**src/rtl/serial_subtractor_if.sv**
```systemverilog
// Operand/result handshake bundle for serial_subtractor.
//   in_valid/in_ready  : operand handshake, in1 (minuend) and in2 (subtrahend)
//   out_valid/out_ready: result handshake, diff = {borrow, (in1 - in2) mod 2^N}
//   busy               : block is in RUN or DONE
// master drives operands and takes results; slave is the subtractor.
interface serial_subtractor_if #(
    parameter int N = 32
);
    logic         in_valid;
    logic         in_ready;
    logic [N-1:0] in1;
    logic [N-1:0] in2;
    logic         out_valid;
    logic         out_ready;
    logic [N:0]   diff;
    logic         busy;

    modport master (
        output in_valid, in1, in2, out_ready,
        input  in_ready, out_valid, diff, busy
    );

    modport slave (
        input  in_valid, in1, in2, out_ready,
        output in_ready, out_valid, diff, busy
    );
endinterface

```
**src/rtl/serial_subtractor.sv**
```systemverilog
// Multi-cycle unsigned subtractor: diff = in1 - in2, W bits per clock from
// the LSB upward with the borrow carried between chunks.
// Ports:
//   clk   : rising-edge clock
//   rst_n : asynchronous active-low reset (aborts any operation in flight)
//   bus   : serial_subtractor_if slave modport (operand and result handshakes)
// Parameters: N operand width, W bits per cycle (N % W == 0).
// diff[N] is the final borrow, so diff read as signed N+1 bits is exactly
// in1 - in2. diff and out_valid are registered; in_ready/busy decode state.
module serial_subtractor #(
    parameter int N = 32,
    parameter int W = 4
) (
    input  logic                  clk,
    input  logic                  rst_n,
    serial_subtractor_if.slave    bus
);
    if (N < 1 || W < 1 || W > N || (N % W) != 0) begin : g_param_check
        $error("serial_subtractor: illegal N/W combination");
    end

    localparam int CHUNKS = N / W;
    localparam int CW     = (CHUNKS > 1) ? $clog2(CHUNKS) : 1;
    localparam logic [CW-1:0] LAST = CW'(CHUNKS - 1);

    typedef enum logic [1:0] {IDLE, RUN, DONE} state_t;

    state_t        state_q;
    logic [N-1:0]  a_q, b_q, res_q;
    logic [N-1:0]  a_d, b_d, res_d;
    logic          borrow_q;
    logic [CW-1:0] cnt_q;
    logic [N:0]    diff_q;
    logic          out_valid_q;
    logic [W:0]    step;
    logic [N+W-1:0] res_cat;

    // One chunk of subtraction in W+1 bits; the top bit is the borrow out.
    function automatic logic [W:0] chunk_sub(input logic [W-1:0] x,
                                             input logic [W-1:0] y,
                                             input logic         bin);
        return {1'b0, x} - {1'b0, y} - {{W{1'b0}}, bin};
    endfunction

    always_comb begin
        step    = chunk_sub(a_q[W-1:0], b_q[W-1:0], borrow_q);
        // New chunk enters the result from the top; concatenating first keeps
        // the slice legal when W == N.
        res_cat = {step[W-1:0], res_q};
        res_d   = res_cat[N+W-1:W];
        a_d     = a_q >> W;
        b_d     = b_q >> W;
    end

    always_ff @(posedge clk or negedge rst_n) begin
        if (!rst_n) begin
            state_q     <= IDLE;
            a_q         <= '0;
            b_q         <= '0;
            res_q       <= '0;
            borrow_q    <= 1'b0;
            cnt_q       <= '0;
            diff_q      <= '0;
            out_valid_q <= 1'b0;
        end else begin
            case (state_q)
                IDLE: begin
                    if (bus.in_valid) begin
                        a_q      <= bus.in1;
                        b_q      <= bus.in2;
                        borrow_q <= 1'b0;
                        cnt_q    <= '0;
                        state_q  <= RUN;
                    end
                end
                RUN: begin
                    a_q      <= a_d;
                    b_q      <= b_d;
                    res_q    <= res_d;
                    borrow_q <= step[W];
                    if (cnt_q == LAST) begin
                        diff_q      <= {step[W], res_d};
                        out_valid_q <= 1'b1;
                        cnt_q       <= '0;
                        state_q     <= DONE;
                    end else begin
                        cnt_q <= cnt_q + CW'(1);
                    end
                end
                DONE: begin
                    if (bus.out_ready) begin
                        out_valid_q <= 1'b0;
                        state_q     <= IDLE;
                    end
                end
                default: state_q <= IDLE;
            endcase
        end
    end

    assign bus.in_ready  = (state_q == IDLE);
    assign bus.busy      = (state_q == RUN) || (state_q == DONE);
    assign bus.out_valid = out_valid_q;
    assign bus.diff      = diff_q;
endmodule
```
**src/flat_wrapper.sv**
```systemverilog
// flat-port wrapper written by rule: the top's interface ports become plain ports
module serial_subtractor_flat 
#(
    parameter int N = 32,
    parameter int W = 4
)
  (clk, rst_n, bus_in_valid, bus_in1, bus_in2, bus_out_ready, bus_in_ready, bus_out_valid, bus_diff, bus_busy);
  serial_subtractor_if #(.N(N)) bus_i ();
  input  logic clk;
  input  logic rst_n;
  input wire logic [$bits(bus_i.in_valid)-1:0] bus_in_valid;
  input wire logic [$bits(bus_i.in1)-1:0] bus_in1;
  input wire logic [$bits(bus_i.in2)-1:0] bus_in2;
  input wire logic [$bits(bus_i.out_ready)-1:0] bus_out_ready;
  output wire logic [$bits(bus_i.in_ready)-1:0] bus_in_ready;
  output wire logic [$bits(bus_i.out_valid)-1:0] bus_out_valid;
  output wire logic [$bits(bus_i.diff)-1:0] bus_diff;
  output wire logic [$bits(bus_i.busy)-1:0] bus_busy;
  assign bus_i.in_valid = bus_in_valid;
  assign bus_i.in1 = bus_in1;
  assign bus_i.in2 = bus_in2;
  assign bus_i.out_ready = bus_out_ready;
  assign bus_in_ready = bus_i.in_ready;
  assign bus_out_valid = bus_i.out_valid;
  assign bus_diff = bus_i.diff;
  assign bus_busy = bus_i.busy;
  serial_subtractor #(.N(N), .W(W)) u_core (.clk(clk), .rst_n(rst_n), .bus(bus_i));
endmodule
```
**config.mk**
```make
export PLATFORM = sky130hd
export DESIGN_NAME = serial_subtractor_flat
export DESIGN_NICKNAME = d
export VERILOG_FILES = /design/src/rtl/serial_subtractor_if.sv /design/src/rtl/serial_subtractor.sv /design/src/flat_wrapper.sv
export SDC_FILE = /design/constraint.sdc
export NUM_CORES = 1
export LEC_CHECK = 0
export BUFFER_PORTS_ARGS = -buffer_cell sky130_fd_sc_hd__buf_4
export CORE_ASPECT_RATIO = 1.4
export CORE_MARGIN = 2
export CORE_UTILIZATION = 25
export DETAILED_ROUTE_END_ITERATION = 10
export HOLD_SLACK_MARGIN = 0.02
export PLACE_DENSITY_LB_ADDON = 0.3
export SYNTH_ARGS = -nofsm -noshare
export SYNTH_HDL_FRONTEND = slang
export SYNTH_SLANG_ARGS = --single-unit
```
**constraint.sdc**
```tcl
create_clock -name clk -period 2.3 [get_ports clk]
set_clock_uncertainty 0.15 [all_clocks]
set_input_delay 0.46 -clock clk [delete_from_list [all_inputs] [get_ports clk]]
set_output_delay 0.46 -clock clk [all_outputs]
set_load 0.05 [all_outputs]
```
# Word level (Yosys, flattened, before mapping)
# Cells that the tools add are included.
# classes
n_addsub,3
eq_ne,6
n_mux,16
reduce_logical,8
# op_table
operator,count
case mux 32 bit (2 select lines),2
2-to-1 mux 32 bit,2
2-to-1 mux 2 bit,3
2-to-1 mux 3 bit,2
case mux 2 bit (3 select lines),1
case mux 3 bit (2 select lines),1
AND reduction 3 bit,2
subtractor 4 x 4 -> 5 bit,1
subtractor 5 x 1 -> 5 bit,1
"!= test 2 bit, second input constant",2
case mux 1 bit (2 select lines),2
AND reduction 2 bit,2
nonzero test 2 bit,2
"adder 3 x 1 -> 3 bit, second input constant",1
"== test 3 bit, second input constant",1
2-to-1 mux 1 bit,3
"== test 2 x 1 -> 1 bit, second input constant",1
"== test 2 bit, second input constant",1
zero test 2 bit,1
"!= test 2 x 1 -> 1 bit, second input constant",1
logical OR 1 bit,1
# totals
register_bits,136
in_bits,68
output_inout_bits,36
wordCells,41

# Logic depth before layout (Yosys ltp)
# depth
ltp_word,3
mapped_depth,9
depth_no_buf,8

# Worst setup path after synthesis
# No wires, ideal clock.
# synth_timing
kind,register -> register
start,register u_core.borrow_q
end,register u_core.borrow_q
setup_ps,128
t_arrival_ps,1788
t_required_ps,2022
setup_slack_ps,233
path_stages_with_launch,8
path_buffers,0
period_less_slack_ps,2067
cell_sequence,dfrtp_1 inv_1 fa_1 fa_1 nand2b_1 a21oi_1 xnor2_1 o21ai_0
# synth_via
elab_chain_cells,2
# synth_rtl
item,line,rtl
from (decl),serial_subtractor.sv:31,logic borrow_q;
from (signal assigned),serial_subtractor.sv:80,borrow_q <= step[W];
subtractor 5 x 1 -> 5 bit,serial_subtractor.sv:42,"return {1'b0, x} - {1'b0, y} - {{W{1'b0}}, bin};"
case mux 1 bit (2 select lines),serial_subtractor.sv:66,case (state_q)
# No other way between the ends.
# A chain may end at the register's enable or synchronous reset.

# Final worst setup path
# layout_timing
start,register u_core.borrow_q
end,register u_core.res_q[31]
# layout_via
elab_chain_cells,1
# layout_rtl
item,line,rtl
subtractor 5 x 1 -> 5 bit,serial_subtractor.sv:42,
to (signal assigned),serial_subtractor.sv:79,res_q <= res_d;
to (decl),serial_subtractor.sv:29,"logic [N-1:0] a_q, b_q, res_q;"
# No other way between the ends.

==> impl_metrics.env <==
export IMPL_critPathArrivalTime_ns=2.30
export IMPL_num_nets_final=658
export IMPL_grt_pass1_vias=4128
export IMPL_insertedDiodeCount=0
export IMPL_power_density_nw_per_um2=1537
export IMPL_peakVddDrop_mv=0.4954
export IMPL_endpoint_kind="flop"
export IMPL_cts_root_buf="clkbuf_16"
export IMPL_synth_largest_area_cell="dfrtp_1"
export IMPL_switching_power_w=0.004413
export IMPL_slew_viol_final=0
export IMPL_port_buffers=103
export IMPL_die_h_um=183.6
export IMPL_drive_above_1_share_pct=35.08
export IMPL_clkPwrFrac_pct=24.7
export IMPL_yosysTopAreaCellShare_pct=57.33
export IMPL_yosys_top_cells_area="dfrtp_1 57%, mux2_2 11%, mux2i_1 9.9%"
export IMPL_gp_congestion=0.7055
export IMPL_worst_slew_pin_slew_ns=0.5288
export IMPL_dp_cells=858
export IMPL_synthFlopType="dfrtp_1"
export IMPL_finalSetupTns_ns=0
export IMPL_die_x_um=132.3
export IMPL_ys_warn_count=0
export IMPL_cp_start_kind="flop"
export IMPL_avgSynthCellArea_um2=12.21
export IMPL_maxCapViolations=0
export IMPL_instances_no_fill=891
export IMPL_p_leak_nw=3.533
export IMPL_critPathKind="flop to flop"
export IMPL_pre_cts_slack_ns=0.06963
export IMPL_finalCriticalPeriod_ns=2.158
export IMPL_fillCellCount=2332
export IMPL_status="finished, final reports clean"
export IMPL_numCtsBuffers=17
export IMPL_netSwitchingFraction_pct=38.03
export IMPL_synthArstFlopShare_pct=100.0
export IMPL_path_clk_slew_ns=0.06
export IMPL_setup_viol_count_final=0
export IMPL_finalWorstSetupSlack_ns=0.1416
export IMPL_synth_edf_count=0
export IMPL_grt_pass1_wl_um=21400
export IMPL_antenna_found_initial=0
export IMPL_max_slew_margin_pct=64.62
export IMPL_grt_start_max_net_pins=68
export IMPL_via_count=3817
export IMPL_cts_tree="built"
export IMPL_clock_sinks=132
export IMPL_hold_path_class="primary input to flop"
export IMPL_max_freq_mhz=463.3
export IMPL_multiInputGateArea_um2=2238
export IMPL_post_cts_buffers=0
export IMPL_critPathMaxFanout=2
export IMPL_postRouteAntennaNets=0
export IMPL_synth_net_count=553
export IMPL_drt_pass1_iter_count=4
export IMPL_ys_seq_elements=132
export IMPL_hold_ws_ns=0.1747
export IMPL_dr_first_iter_drc_count=126
export IMPL_die_area_um2=24290
export IMPL_grt_overflow=0
export IMPL_synthCells=472
export IMPL_grt_util_all_layers_pct=11.33
export IMPL_drc=0
export IMPL_dp_hpwl_um=9248
export IMPL_ios=104
export IMPL_worst_endpoint_required_ns=2.44
export IMPL_start_util_pct=25.48
export IMPL_wl_um=13010
export IMPL_rows=65
export IMPL_h_tree_depth=4
export IMPL_hold_viol_final=0
export IMPL_clk_latency_ns=0.41
export IMPL_ys_types=27
export IMPL_internal_power_w=0.007190
export IMPL_via_per_inst=4.284
export IMPL_grt_setup_unrepaired="false"
export IMPL_core_area_um2=22610
export IMPL_wl_per_cell_um=14.60
export IMPL_pwr_share_seq_pct=34.9
export IMPL_seqCellArea_um2=3303
export IMPL_syn_area_um2=5762
export IMPL_comb_power_share_pct=40.4
export IMPL_syn_to_final_growth_pct=31.03
export IMPL_period_share_pct=93.84
export IMPL_cts_buffer_depth=2
export IMPL_synth_seq_area_share_pct=57.33
-- cells by family (layout without fill, tap and decap cells) --
family          count (synthesis)  after routing  share of synthesized area [%]
fa+ha+maj                      13             13                          3.084
buf+inv                        42            160                          4.082
flops                         132            132                          57.33
simple gates                   80             80                          5.451
mux                           115            115                          21.24
xor+xnor                        4              4                         0.6081
compound gates                 86             86                          8.208
-- flip-flops by register name (all words and copies together), names as in the netlist --
signal and count:
u_core.bus.diff 33, u_core.a_q 32, u_core.borrow_q 1, u_core.res_q 28, u_core.state_q 2, u_core.bus.out_valid 1, u_core.b_q 32, u_core.cnt_q 3
-- layout make-up --
| cell class | count | share of cell area (%) |
|---|---|---|
| multi-input cells | 298 | 29.65 |
| flip-flops and latches | 132 | 43.75 |
| clock buffers | 17 | 5.635 |
| inverters | 14 | 0.6961 |
| well taps | 301 | 4.988 |
| clock inverters | 15 | 2.701 |
| repair buffers | 114 | 12.58 |
-- routing by layer --
metal | GRT usage, % | wire, µm | vias to the layer above
met4 | 3.871 | 144 | 0
met3 | 3.281 | 579 | 9
met2 | 19.92 | 6788 | 80
li1 | - | - | 1838
met5 | 0 | 0 | -
met1 | 13.23 | 5496 | 1890
-- critical path: stages (launching register included) --
cell	delay [ns]
dfrtp_1	0.35
inv_1	0.07
fa_2	0.58
inv_1	0.05
ha_1	0.17
o21ai_0	0.16
nand3b_1	0.10
xor2_1	0.16
mux2_2	0.26
-- what timing repair did --
| action | 4_1_cts | 5_1_grt |
|---|---|---|
| setup endpoints to repair | 0 | 2 |
| hold buffers | 1 | 0 |
| endpoints found under the hold margin | 40 | 0 |
| resized for setup | 0 | 1 |
-- final timing paths --
path	cells past startpoint	endpoint	slack, ns	start
setup / recovery	8	u_core.res_q[31]$_DFFE_PN0P_	0.14	u_core.borrow_q$_DFFE_PN0P_
setup reg to reg	8	u_core.res_q[31]$_DFFE_PN0P_	0.14	u_core.borrow_q$_DFFE_PN0P_
hold / removal	3	u_core.a_q[20]$_DFFE_PN0P_	0.17	bus_in1[20]
hold reg to reg	2	u_core.a_q[6]$_DFFE_PN0P_	0.33	u_core.a_q[6]$_DFFE_PN0P_
min in group asynchronous	2	u_core.bus.diff[23]$_DFFE_PN0P_	0.40	rst_n
max in group asynchronous	3	u_core.res_q[27]$_DFFE_PN0P_	0.98	rst_n
-- power by group through the flow --
stage / Sequential (W) / Combinational [W] / Clock, W
floorplan: 0.00452 / 0.00296 / 0
global placement: 0.00407 / 0.00461 / 0
detailed placement: 0.00412 / 0.00475 / 0
CTS: 0.00408 / 0.00477 / 0.00297
global route: 0.00420 / 0.00517 / 0.00308
finish: 0.00405 / 0.00468 / 0.00287
-- through the flow --
step	area (µm²)	util, %	total power (W)
finish	7550	33.39	0.01160
global route	7550	33.39	0.01245
CTS	7547	33.38	0.01181
detailed placement	6908	30.55	0.008873
global placement	6908	30.55	0.008685
floorplan	5762	-	0.007483
-- synth_stat cells (3+ instances only) --
library cell / instances
dfrtp_1: 132
nand2_1: 71
o21ai_0: 61
mux2_2: 58
mux2i_1: 57
inv_1: 14
buf_2: 12
ha_1: 11
a22oi_1: 9
o21ai_1: 8
buf_6: 6
a21oi_1: 5
clkbuf_2: 5
nor2_1: 4
xnor2_1: 3
-- placed cells by master, fill, tap and decap left out, types with 5 or more instances in the layout --
| cell | netlist | layout |
|---|---|---|
| buf_4 | 2 | 105 |
| a22oi_1 | 9 | 9 |
| clkbuf_16 | 0 | 17 |
| dfrtp_1 | 132 | 132 |
| o21ai_1 | 8 | 8 |
| mux2i_1 | 57 | 57 |
| buf_12 | 0 | 7 |
| a21oi_1 | 5 | 5 |
| mux2_2 | 58 | 58 |
| nand2_1 | 71 | 71 |
| inv_1 | 14 | 14 |
| ha_1 | 11 | 10 |
| o21ai_0 | 61 | 61 |
No activity file was read; power rests on OpenSTA's default activity.
